### src/rtl/proc_ctrl.sv
// Control FSM for a small bus-based processor: it sequences mv, mvi, add and
// sub over states T0..T3 and drives the register, A, G and IR enables.
module proc_ctrl #(
  parameter int CMD_LENGTH = 9,
  parameter int REG_NUM    = 4
) (
  input  logic                  Clock,
  input  logic                  Reset,
  input  logic                  Run,
  input  logic [CMD_LENGTH-1:0] DIN,
  output logic [REG_NUM-1:0]    Rout,
  output logic                  Gout,
  output logic                  DINout,
  output logic [REG_NUM-1:0]    Rin,
  output logic                  Ain,
  output logic                  Gin,
  output logic                  IRin,
  output logic                  AddSub,
  output logic                  Done
);

  typedef enum logic [1:0] {
    T0 = 2'd0,
    T1 = 2'd1,
    T2 = 2'd2,
    T3 = 2'd3
  } state_e;

  localparam logic [2:0] OP_MV  = 3'b000;
  localparam logic [2:0] OP_MVI = 3'b001;
  localparam logic [2:0] OP_ADD = 3'b010;
  localparam logic [2:0] OP_SUB = 3'b011;

  state_e                state_q, state_d;
  logic [CMD_LENGTH-1:0] ir_q, ir_d;
  logic [2:0]            opcode_s, x_s, y_s;
  logic [REG_NUM-1:0]    x_oh_s, y_oh_s;

  // Register indices at or beyond REG_NUM select nothing.
  function automatic logic [REG_NUM-1:0] onehot(input logic [2:0] idx);
    logic [REG_NUM-1:0] oh;
    oh = '0;
    for (int i = 0; i < REG_NUM; i++) begin
      if (int'(idx) == i) begin
        oh[i] = 1'b1;
      end else begin
        oh[i] = 1'b0;
      end
    end
    return oh;
  endfunction

  assign opcode_s = ir_q[8:6];
  assign x_s      = ir_q[5:3];
  assign y_s      = ir_q[2:0];
  assign x_oh_s   = onehot(x_s);
  assign y_oh_s   = onehot(y_s);
  assign ir_d     = IRin ? DIN : ir_q;

  always_ff @(posedge Clock or posedge Reset) begin
    if (Reset) begin
      state_q <= T0;
      ir_q    <= '0;
    end else begin
      state_q <= state_d;
      ir_q    <= ir_d;
    end
  end

  always_comb begin
    state_d = T0;
    Rout    = '0;
    Gout    = 1'b0;
    DINout  = 1'b0;
    Rin     = '0;
    Ain     = 1'b0;
    Gin     = 1'b0;
    IRin    = 1'b0;
    AddSub  = 1'b0;
    Done    = 1'b0;
    case (state_q)
      T0: begin
        // IR load is held off while reset is asserted so no output toggles.
        IRin    = Run & ~Reset;
        state_d = Run ? T1 : T0;
      end
      T1: begin
        case (opcode_s)
          OP_MV: begin
            Rout    = y_oh_s;
            Rin     = x_oh_s;
            Done    = 1'b1;
            state_d = T0;
          end
          OP_MVI: begin
            DINout  = 1'b1;
            Rin     = x_oh_s;
            Done    = 1'b1;
            state_d = T0;
          end
          OP_ADD, OP_SUB: begin
            Rout    = x_oh_s;
            Ain     = 1'b1;
            state_d = T2;
          end
          default: begin
            Done    = 1'b1;
            state_d = T0;
          end
        endcase
      end
      T2: begin
        if (opcode_s == OP_ADD || opcode_s == OP_SUB) begin
          Rout    = y_oh_s;
          Gin     = 1'b1;
          AddSub  = (opcode_s == OP_SUB);
          state_d = T3;
        end else begin
          state_d = T0;
        end
      end
      T3: begin
        if (opcode_s == OP_ADD || opcode_s == OP_SUB) begin
          Gout = 1'b1;
          Rin  = x_oh_s;
          Done = 1'b1;
        end else begin
          Done = 1'b0;
        end
        state_d = T0;
      end
      default: begin
        state_d = T0;
      end
    endcase
  end

endmodule
### config.mk
export PLATFORM = sky130hd
export DESIGN_NAME = proc_ctrl
export DESIGN_NICKNAME = d
export VERILOG_FILES = /design/src/rtl/proc_ctrl.sv
export SDC_FILE = /design/constraint.sdc
export NUM_CORES = 1
export LEC_CHECK = 0
export BUFFER_PORTS_ARGS = -buffer_cell sky130_fd_sc_hd__buf_4
export CAP_MARGIN = 0
export CORE_MARGIN = 2
export CORE_UTILIZATION = 39
export DETAILED_ROUTE_END_ITERATION = 12
export PLACE_DENSITY = 0.67
export RECOVER_POWER = 100
export SYNTH_ARGS = -nofsm -noshare
export SYNTH_HDL_FRONTEND = slang
export SYNTH_SLANG_ARGS = --single-unit
### constraint.sdc
create_clock -name Clock -period 1.8 [get_ports Clock]
set_clock_uncertainty 0.05 [all_clocks]
set_input_delay 0.09 -clock Clock [delete_from_list [all_inputs] [get_ports Clock]]
set_output_delay 0.09 -clock Clock [all_outputs]
set_load 0.05 [all_outputs]
==> results.txt, run 1 <==
status -> complete, but fails checks
failing checks -> negative setup slack
area grow syn2layout -> 83.05%
met3 usage -> 0.02800
Reg2Reg Setup Slack -> 300 ps
register bit total from synthesis -> 11
Antenna Nets Post-Route -> 0
Die W -> 45.28 um
first-pass GRT wire length -> 2773 um
crit path to -> Rout[1]
All-Layer GR Usage -> 0.1923
global routing's busiest layer -> met2
Routed WL -> 1785 um
CP Class -> register to primary output
diodes inserted -> 0
mean post-synth cell area -> 10.89 um2
clk slew on worst S/H paths -> 70 ps
startpoint of the worst hold path -> DIN[5]
I/O pin total -> 27
Initial DRC Count -> 5
Worst VDD drop -> 0.0004660 V
worst r2r src -> state_q[1]
synth warn -> 0
crit share post-route -> 1.080
post-layout min period -> 1943 ps
layout cells sized above 1 -> 0.6571
critical path launch point type -> register
Die Ht -> 45.28 um
Worst Path Arrival -> 1800 ps
Clock Latency Late Sink -> 260 ps
mapped cell area -> 664.4 um2
Syn Nets -> 77
Mapped Cells -> 61
critical path endpoint category -> primary output
final cell count without fillers -> 121
Site Rows -> 14
Reg area -> 275.3 um2
reg-to-reg endpoint -> ir_q[2]
largest net degree at the start of global routing -> 12
Yosys cell types -> 22
Residual DRC -> 0
H-tree depth -> 1
drt wl/cell -> 14.75 um
Worst Setup Slack, final -> -143.4 ps
M1 GR Usage -> 0.2323
RSZ-0062 raised after global routing -> true
hold crit path type -> primary input to register
routed via count -> 617
drt first pass iters -> 4
antenna violations before repair -> 0
Max Cap Viol -> 0
Max Slew Vio Count -> 0
CTS tree -> yes
Leakage -> 0.5313 nW
setup TNS -> -863.4 ps
GR Overflow Total -> 0
Root Driver -> clkbuf_4
Placed Cells -> 106
Num CTS Buffers -> 3
FMAX -> 0.5146 GHz
Worst Max-Slew Pin Slew -> 593.6 ps
Nets -> 122
routing usage on met2 -> 0.3486
Max-slew headroom -> 0.6043
Worst Path Required -> 1660 ps
worst hold slack -> 12.27 ps
Setup violations, final -> 8
Seq/Total Area, Yosys -> 0.4143
Port Buf Inserts -> 26
CTS Sinks -> 11
Crit. Startpoint -> state_q[1]
clk buf depth -> 2
R2R depth -> 5
via count of the first global-routing pass -> 620
count of final hold-check violations -> 0
Die Area -> 2050 um2
Via density -> 5.099
Worst Path Max Fanout -> 4
multi-input logic area -> 518.0 um2
Initial Util -> 0.4262
PwrDens -> 741.0 nW/um2
detailed placement HPWL -> 1190 um
Final Wtd Congestion -> 0.7192
Overall Power -> 0.0009012 W
fillers -> 101
core area -> 1559 um2
-- critical path, cell delays in order (launching register included) --
cell      delay [ps]
dfrtp_1          400
inv_2             70
buf_4            140
ha_4             260
o211ai_1          80
buf_4            170
o32ai_2          220
buf_6            190
-- layer usage --
layer / wire length (um) / share of wire / vias to the layer above
met1: 687 / 0.38 / 297
li1: - / - / 300
met4: 16 / 0.0090 / 0
met3: 58 / 0.032 / 2
met5: 0 / 0 / -
met2: 1022 / 0.57 / 18
-- through the flow --
stage	area, um2	util	setup slack, ps
2_1_floorplan	709.4	-	-139.4
6_report	1216	0.7801	-143.4
4_1_cts	1130	0.7247	-122.7
3_3_place_gp	947.2	0.6075	159.7
5_1_grt	1216	0.7801	-217.4
3_5_place_dp	947.2	0.6075	114.0
-- sequential cells by signal, summed over array words and instances (netlist names) --
| register | cells |
|---|---|
| ir_q | 9 |
| state_q | 2 |
-- cell usage in the layout, fill, tap and decap left out, drive strengths merged --
cell type	instances
o21ai	1
nor3b	1
nand2	2
nor3	1
and2b	1
buf	33
and3	1
mux2i	1
inv	6
o32ai	4
or2	1
nand4b	1
o211ai	1
nor2	6
dfrtp	11
or3	1
dlygate4sd3	5
nand3	1
nand2b	1
clkbuf	6
or2b	1
and2	4
mux2	11
ha	4
-- worst min path at each step --
| stage | endpoint | cells after the start | slack, ps |
|---|---|---|---|
| 2_1_floorplan | ir_q[0] | 1 | -90 |
| 3_3_place_gp | ir_q[6] | 3 | 110 |
| 3_5_place_dp | ir_q[0] | 3 | 110 |
| 4_1_cts | ir_q[3] | 2 | 3 |
| 5_1_grt | ir_q[6] | 2 | 0.3 |
| 6_report | ir_q[5] | 2 | 10 |
-- power breakdown --
part | switching (W) | leakage (nW) | internal [W]
registers | 0.0000780 | 0.132 | 0.000298
logic | 0.000187 | 0.384 | 0.000174
clock network | 0.0000779 | 0.0150 | 0.0000855
total | 0.000343 | 0.531 | 0.000558
-- cell type report --
cell class                      instances  area share
Multi-Input combinational cell         44      0.4259
Timing Repair Buffer                   40      0.2912
Sequential cell                        11      0.2263
Clock buffer                            4     0.02160
Inverter                                6     0.01852
Tap cell                               16     0.01646
-- cell usage after synthesis --
| cell type | instances | share of area |
|---|---|---|
| nor3b_1 | 1 | 0.011 |
| or2_2 | 1 | 0.0094 |
| o211ai_1 | 1 | 0.011 |
| dfrtp_1 | 11 | 0.41 |
| o32ai_1 | 4 | 0.053 |
| nand2_1 | 2 | 0.011 |
| nand3_2 | 1 | 0.015 |
| and3_1 | 1 | 0.0094 |
| mux2i_1 | 1 | 0.015 |
| mux2_2 | 11 | 0.19 |
| and2_2 | 1 | 0.011 |
| nor3_1 | 1 | 0.0075 |
| nand4b_1 | 1 | 0.013 |
| nor2_1 | 6 | 0.034 |
| or3_4 | 1 | 0.017 |
| o21ai_0 | 1 | 0.0075 |
| nand2b_1 | 1 | 0.0094 |
| ha_1 | 4 | 0.075 |
| and2_1 | 3 | 0.028 |
| and2b_4 | 1 | 0.015 |
| inv_1 | 6 | 0.034 |
| or2b_1 | 1 | 0.011 |
-- what timing repair did --
item / 4_1_cts / 5_1_grt
pin swaps: 9 / 5
gates resized for setup: 23 / 7
hold buffers: 1 / 4
endpoints found under the setup margin: 8 / 8
endpoints found under the hold margin: 11 / 4
buffers inserted: 5 / 1
-- kinds of logic (layout without fill, tap and decap cells) --
family | Yosys count | in the layout | share of synthesized area
AND/OR/NAND/NOR | 22 | 22 | 0.2034
multiplexers | 12 | 12 | 0.2015
flip-flops | 11 | 11 | 0.4143
AO/OA/AOI/OAI | 6 | 6 | 0.07155
buffers and inverters | 6 | 50 | 0.03390
adder cells (fa/ha/maj) | 4 | 4 | 0.07533
Power figures use the tool's default switching activity.
==> inputs of run 2 (changes only) <==
ABC_AREA = 1   (was not set)
PLACE_DENSITY = 0.66   (was 0.67)
==> run 2 against run 1 <==
The run now ends clean; wire length up 7.7%; global-route usage up 0.88 points; power down 5.4%; sequential power down 9.6%; via count up 24%; non-clock buffer count up 6; count of clock-buffer cells in the layout unchanged; largest cell class unchanged; largest power group is now combinational cells.
==> results.txt, run 2 <==
mapped cell area -> 680.7 um2
I/O pin total -> 27
largest net degree at the start of global routing -> 18
synth cell count leaders -> nand2_1 (27), inv_1 (19), dfrtp_1 (11), nor2_1 (11), o21ai_0 (8)
Die Area -> 2095 um2
register bit total from synthesis -> 11
Initial DRC Count -> 9
Worst Path Arrival -> 1620 ps
drt first pass iters -> 2
area grow syn2layout -> 78.68%
FMAX -> 0.5668 GHz
commonest non-fill, non-tap cell in the layout -> buf_4
Final Instance Area -> 1216 um2
Leakage -> 0.6048 nW
worst hold slack -> 486.4 ps
biggest regs -> ir_q: 9 flops, state_q: 2 flops
antenna violations before repair -> 0
Max-slew headroom -> 0.5932
Max Slew Vio Count -> 0
mean post-synth cell area -> 6.945 um2
diodes inserted -> 0
clk buf depth -> 2
adder-cell share of the synthesized area -> 0.07353
simple-gate share of the synthesized area -> 0.3070
Placement Cell Area -> 942.2 um2
crit share post-route -> 0.9802
Yosys top cell area share -> 0.4044
Syn Nets -> 114
CTS tree -> yes
Compound-Gate Fraction of Synth Area -> 0.08824
routed via count -> 766
Worst VDD drop -> 0.0005981 V
top post-synthesis cells by area -> dfrtp_1 (40%), nand2_1 (15%), inv_1 (10%)
post-layout min period -> 1764 ps
Port Buf Inserts -> 26
Via density -> 4.671
final cell count without fillers -> 164
All-Layer GR Usage -> 0.2012
GR Overflow Total -> 0
status -> finished, final reports clean
Final Wtd Congestion -> 0.8729
Post-Synth XOR/XNOR Area -> 0
Initial Util -> 0.4030
Die W -> 45.78 um
hold crit path type -> primary input to async pin
commonest cells after routing, fill and taps aside -> buf_4 (29), nand2_1 (22), inv_1 (16), nor2_1 (11), dlygate4sd3_1 (11)
H-tree depth -> 1
Worst Max-Slew Pin Slew -> 610.2 ps
Biggest register -> ir_q
max FFs per register -> 9
Site Rows -> 15
CP Class -> register to primary output
Yosys cell types -> 12
async set or reset register ratio after synthesis -> 1.000
via count of the first global-routing pass -> 696
detailed placement HPWL -> 1198 um
setup TNS -> 0 ps
Post-synth EDFFs -> 0
mux cell area share after synthesis -> 0
clk slew on worst S/H paths -> 70 ps
Setup violations, final -> 0
critical path endpoint category -> primary output
top_reg_cell synth -> dfrtp_1
Routed WL -> 1923 um
core area -> 1689 um2
Max Cap Viol -> 0
PwrDens -> 701.1 nW/um2
Die Ht -> 45.78 um
Num CTS Buffers -> 3
drt wl/cell -> 11.73 um
Synth area leader -> dfrtp_1
synth warn -> 0
CTS Sinks -> 11
first-pass GRT wire length -> 2918 um
layout cells sized above 1 -> 0.4014
Mapped Cells -> 98
Worst Path Required -> 1660 ps
count of final hold-check violations -> 0
Residual DRC -> 0
Clock Latency Late Sink -> 270 ps
critical path launch point type -> register
RSZ-0062 raised after global routing -> true
Worst Setup Slack, final -> 35.68 ps
main combinational cell family by area after synthesis -> simple AND/OR/NAND/NOR gates
Placed Cells -> 141
Root Driver -> clkbuf_4
Worst Path Max Fanout -> 5
top-count cell post-synth -> nand2_1
Nets -> 164
Seq/Total Area, Yosys -> 0.4044
Antenna Nets Post-Route -> 0
pre-CTS WS -> 222.9 ps
[run 2: changes by cell type after synthesis, moves of 3 or more]
cell / change
nand3_1: +6
mux2_2: -11
a21oi_1: +4
nor2_1: +5
o32ai_1: -4
nand2_1: +25
and2_1: -3
nor3_1: +3
inv_1: +13
o21ai_0: +7
[run 2: per-stage QoR]
stage,power [W],utilization
3_3_place_gp,0.0006031,0.5578
6_report,0.0008527,0.7200
2_1_floorplan,0.0005290,-
4_1_cts,0.0008202,0.6770
3_5_place_dp,0.0006095,0.5578
5_1_grt,0.0009158,0.7200
[run 2: report_power, final]
part	switching [W]	total, W	internal, W
sequential	0.0000469	0.000340	0.000293
combinational	0.000218	0.000342	0.000124
clock	0.0000853	0.000171	0.0000859
[run 2: cell families after synthesis]
group                      count (synthesis)
buffers and inverters                     22
and+or+nand+nor                           49
AOI/OAI and AO/OA                         12
DFF                                       11
adders and majority gates                  4
[run 2: layout make-up]
| cell class | instances | area [um2] |
|---|---|---|
| clock buffers | 4 | 26.28 |
| flip-flops and latches | 11 | 276.5 |
| well taps | 17 | 21.27 |
| repair buffers | 46 | 384.1 |
| inverters | 21 | 81.33 |
| fillers | 136 | 473.0 |
| multi-input cells | 65 | 426.7 |
[run 2: worst max-delay path, stage by stage, from the launching register on]
cell and delay [ps]:
dfrtp_1 390, inv_2 80, ha_4 130, inv_2 50, nor3_4 260, nand2_2 120, a21oi_4 160, buf_6 170
[run 2: worst paths after layout]
| check | start | endpoint | slack (ps) | cells past startpoint |
|---|---|---|---|---|
| worst min-delay path | Reset | ir_q[0] | 490 | 4 |
| worst max register to register | state_q[1] | ir_q[8] | 340 | 8 |
| worst max-delay path | state_q[1] | Rout[1] | 40 | 7 |
| min in group Clock | ir_q[2] | ir_q[2] | 490 | 2 |
| worst min register to register | ir_q[2] | ir_q[2] | 490 | 2 |
| max in group asynchronous | Reset | state_q[0] | 780 | 4 |
[run 2: per-layer routing]
layer	vias to the layer above	GRT usage	routed length [um]
met5	-	0	0
met2	20	0.3437	1026
li1	397	-	-
met3	3	0.03968	73
met1	346	0.2449	795
met4	0	0.08571	27
[run 2: repair_timing]
item	4_1_cts	5_1_grt
resized for setup	15	8
setup buffers	2	6
hold endpoints to repair	21	0
pin swaps	5	8
hold buffers	11	0
endpoints found under the setup margin	4	6
==> inputs of run 3 (changes only) <==
CELL_PAD_IN_SITES_DETAIL_PLACEMENT = 0   (was not set)
CELL_PAD_IN_SITES_GLOBAL_PLACEMENT = 1   (was not set)
CORE_ASPECT_RATIO = 0.75   (was not set)
CORE_UTILIZATION = 31   (was 39)
PLACE_DENSITY = not set   (was 0.66)
PLACE_DENSITY_LB_ADDON = 0.1   (was not set)
==> run 3 against run 2 <==
Fmax shrank 1.2%; count of clock-buffer cells in the layout shrank 1; global-route usage shrank 1.9 points; clock power is essentially flat; wire length grew 4.3%; highest routed layer unchanged; final area grew 0.10%.
==> results.txt, run 3 (synthesized netlist as in run 2, its figures left out) <==
status -> finished, final reports clean
setup TNS -> 0 ps
pre-CTS WS -> 179.4 ps
Final Wtd Congestion -> 0.7448
I/O pin total -> 27
H-tree depth -> 1
Die W -> 58.11 um
Antenna Nets Post-Route -> 0
biggest regs -> ir_q: 9 flops, state_q: 2 flops
Initial DRC Count -> 22
drt wl/cell -> 12.08 um
largest net degree at the start of global routing -> 18
first-pass GRT wire length -> 3367 um
critical path endpoint category -> primary output
Die Area -> 2590 um2
Num CTS Buffers -> 3
final core occ -> 0.5991
crit share post-route -> 0.9920
diodes inserted -> 0
Worst Setup Slack, final -> 14.42 ps
count of final hold-check violations -> 0
drt first pass iters -> 4
Via density -> 4.494
Initial Util -> 0.3350
Final Instance Area -> 1217 um2
Worst Path Max Fanout -> 5
FMAX -> 0.5600 GHz
core area -> 2032 um2
CTS tree -> yes
All-Layer GR Usage -> 0.1824
RSZ-0062 raised after global routing -> true
Worst Path Arrival -> 1650 ps
Worst Max-Slew Pin Slew -> 658.2 ps
Site Rows -> 14
post-layout min period -> 1786 ps
detailed placement HPWL -> 1421 um
clk slew on worst S/H paths -> 80 ps
Max Cap Viol -> 0
Setup violations, final -> 0
Clock Latency Late Sink -> 270 ps
clk buf depth -> 2
Port Buf Inserts -> 26
via count of the first global-routing pass -> 695
Placement Cell Area -> 950.9 um2
area grow syn2layout -> 78.86%
Leakage -> 0.5839 nW
Worst Path Required -> 1660 ps
commonest cells after routing, fill and taps aside -> buf_4 (23), nand2_1 (21), inv_1 (16), dlygate4sd3_1 (11)
critical path launch point type -> register
fillers -> 190
Nets -> 159
CP Class -> register to primary output
Die Ht -> 44.58 um
layout cells sized above 1 -> 0.4014
antenna violations before repair -> 0
hold crit path type -> register to register
CTS Sinks -> 11
GR Overflow Total -> 0
Routed WL -> 2006 um
commonest non-fill, non-tap cell in the layout -> buf_4
PwrDens -> 706.3 nW/um2
Max Slew Vio Count -> 0
Worst VDD drop -> 0.0004496 V
Overall Power -> 0.0008599 W
Root Driver -> clkbuf_4
routed via count -> 746
Residual DRC -> 0
max FFs per register -> 9
Biggest register -> ir_q
Max-slew headroom -> 0.5612
==> run 3: changes by cell type in the layout (fill, tap and decap cells not counted) <==
cell	change
nor2_1	-1
clkinv_2	+1
nor2_2	+1
nand3_2	-2
buf_4	-6
inv_2	-1
clkbuf_1	-1
nand2_2	+1
buf_6	+1
nand2_1	-1
nand3_4	+2
clkinv_4	+1
==> run 3: final cells by class <==
cell class | count | area [um2] | area share
Inverter | 21 | 86.33 | 0.07091
Timing Repair Buffer | 41 | 350.3 | 0.2878
Clock inverter | 1 | 5.005 | 0.004111
Clock buffer | 3 | 22.52 | 0.01850
Multi-Input combinational cell | 65 | 446.7 | 0.3669
Sequential cell | 11 | 276.5 | 0.2271
Tap cell | 24 | 30.03 | 0.02467
==> run 3: routing by layer <==
metal,GRT usage,wire [um],vias up,share of wire
li1,-,-,386,-
met1,0.2518,946,342,0.47
met2,0.2705,952,16,0.47
met3,0.06140,88,2,0.044
met4,0.05581,18,0,0.0090
met5,0,0,-,0
==> run 3: final timing paths <==
kind / from / end / slack, ps / cells past startpoint
min in group asynchronous: Reset / ir_q[8] / 510 / 4
hold reg to reg: ir_q[2] / ir_q[2] / 470 / 2
hold / removal: ir_q[2] / ir_q[2] / 470 / 2
setup / recovery: state_q[1] / Rout[0] / 10 / 7
setup reg to reg: state_q[0] / ir_q[4] / 400 / 6
max in group asynchronous: Reset / state_q[0] / 730 / 4
==> run 3: what timing repair did <==
action / 4_1_cts / 5_1_grt
resized for setup: 20 / 9
pin swaps: 6 / 4
hold buffers: 11 / 0
setup endpoints to repair: 4 / 6
endpoints found under the hold margin: 21 / 0
buffers inserted: 3 / 0
==> run 3: worst max-delay path, cell delays in order, from the launching register on <==
cell and delay [ps]:
dfrtp_1 390, inv_2 80, ha_4 140, inv_4 40
nor3_4 270, nand2_2 110, a21oi_4 160, buf_6 170
==> run 3: power breakdown <==
| part | switching [W] | total [W] | internal, W |
|---|---|---|---|
| combinational | 0.000225 | 0.000346 | 0.000120 |
| sequential | 0.0000493 | 0.000342 | 0.000293 |
| clock | 0.0000899 | 0.000172 | 0.0000823 |
| total | 0.000365 | 0.000860 | 0.000495 |
==> run 3: per-stage QoR <==
step	std cells	hold slack [ps]
after floorplan	98	-99.63
after global placement	148	63.54
after detailed placement	148	71.13
after CTS	166	324.4
after global routing	166	496.4
final	166	465.7
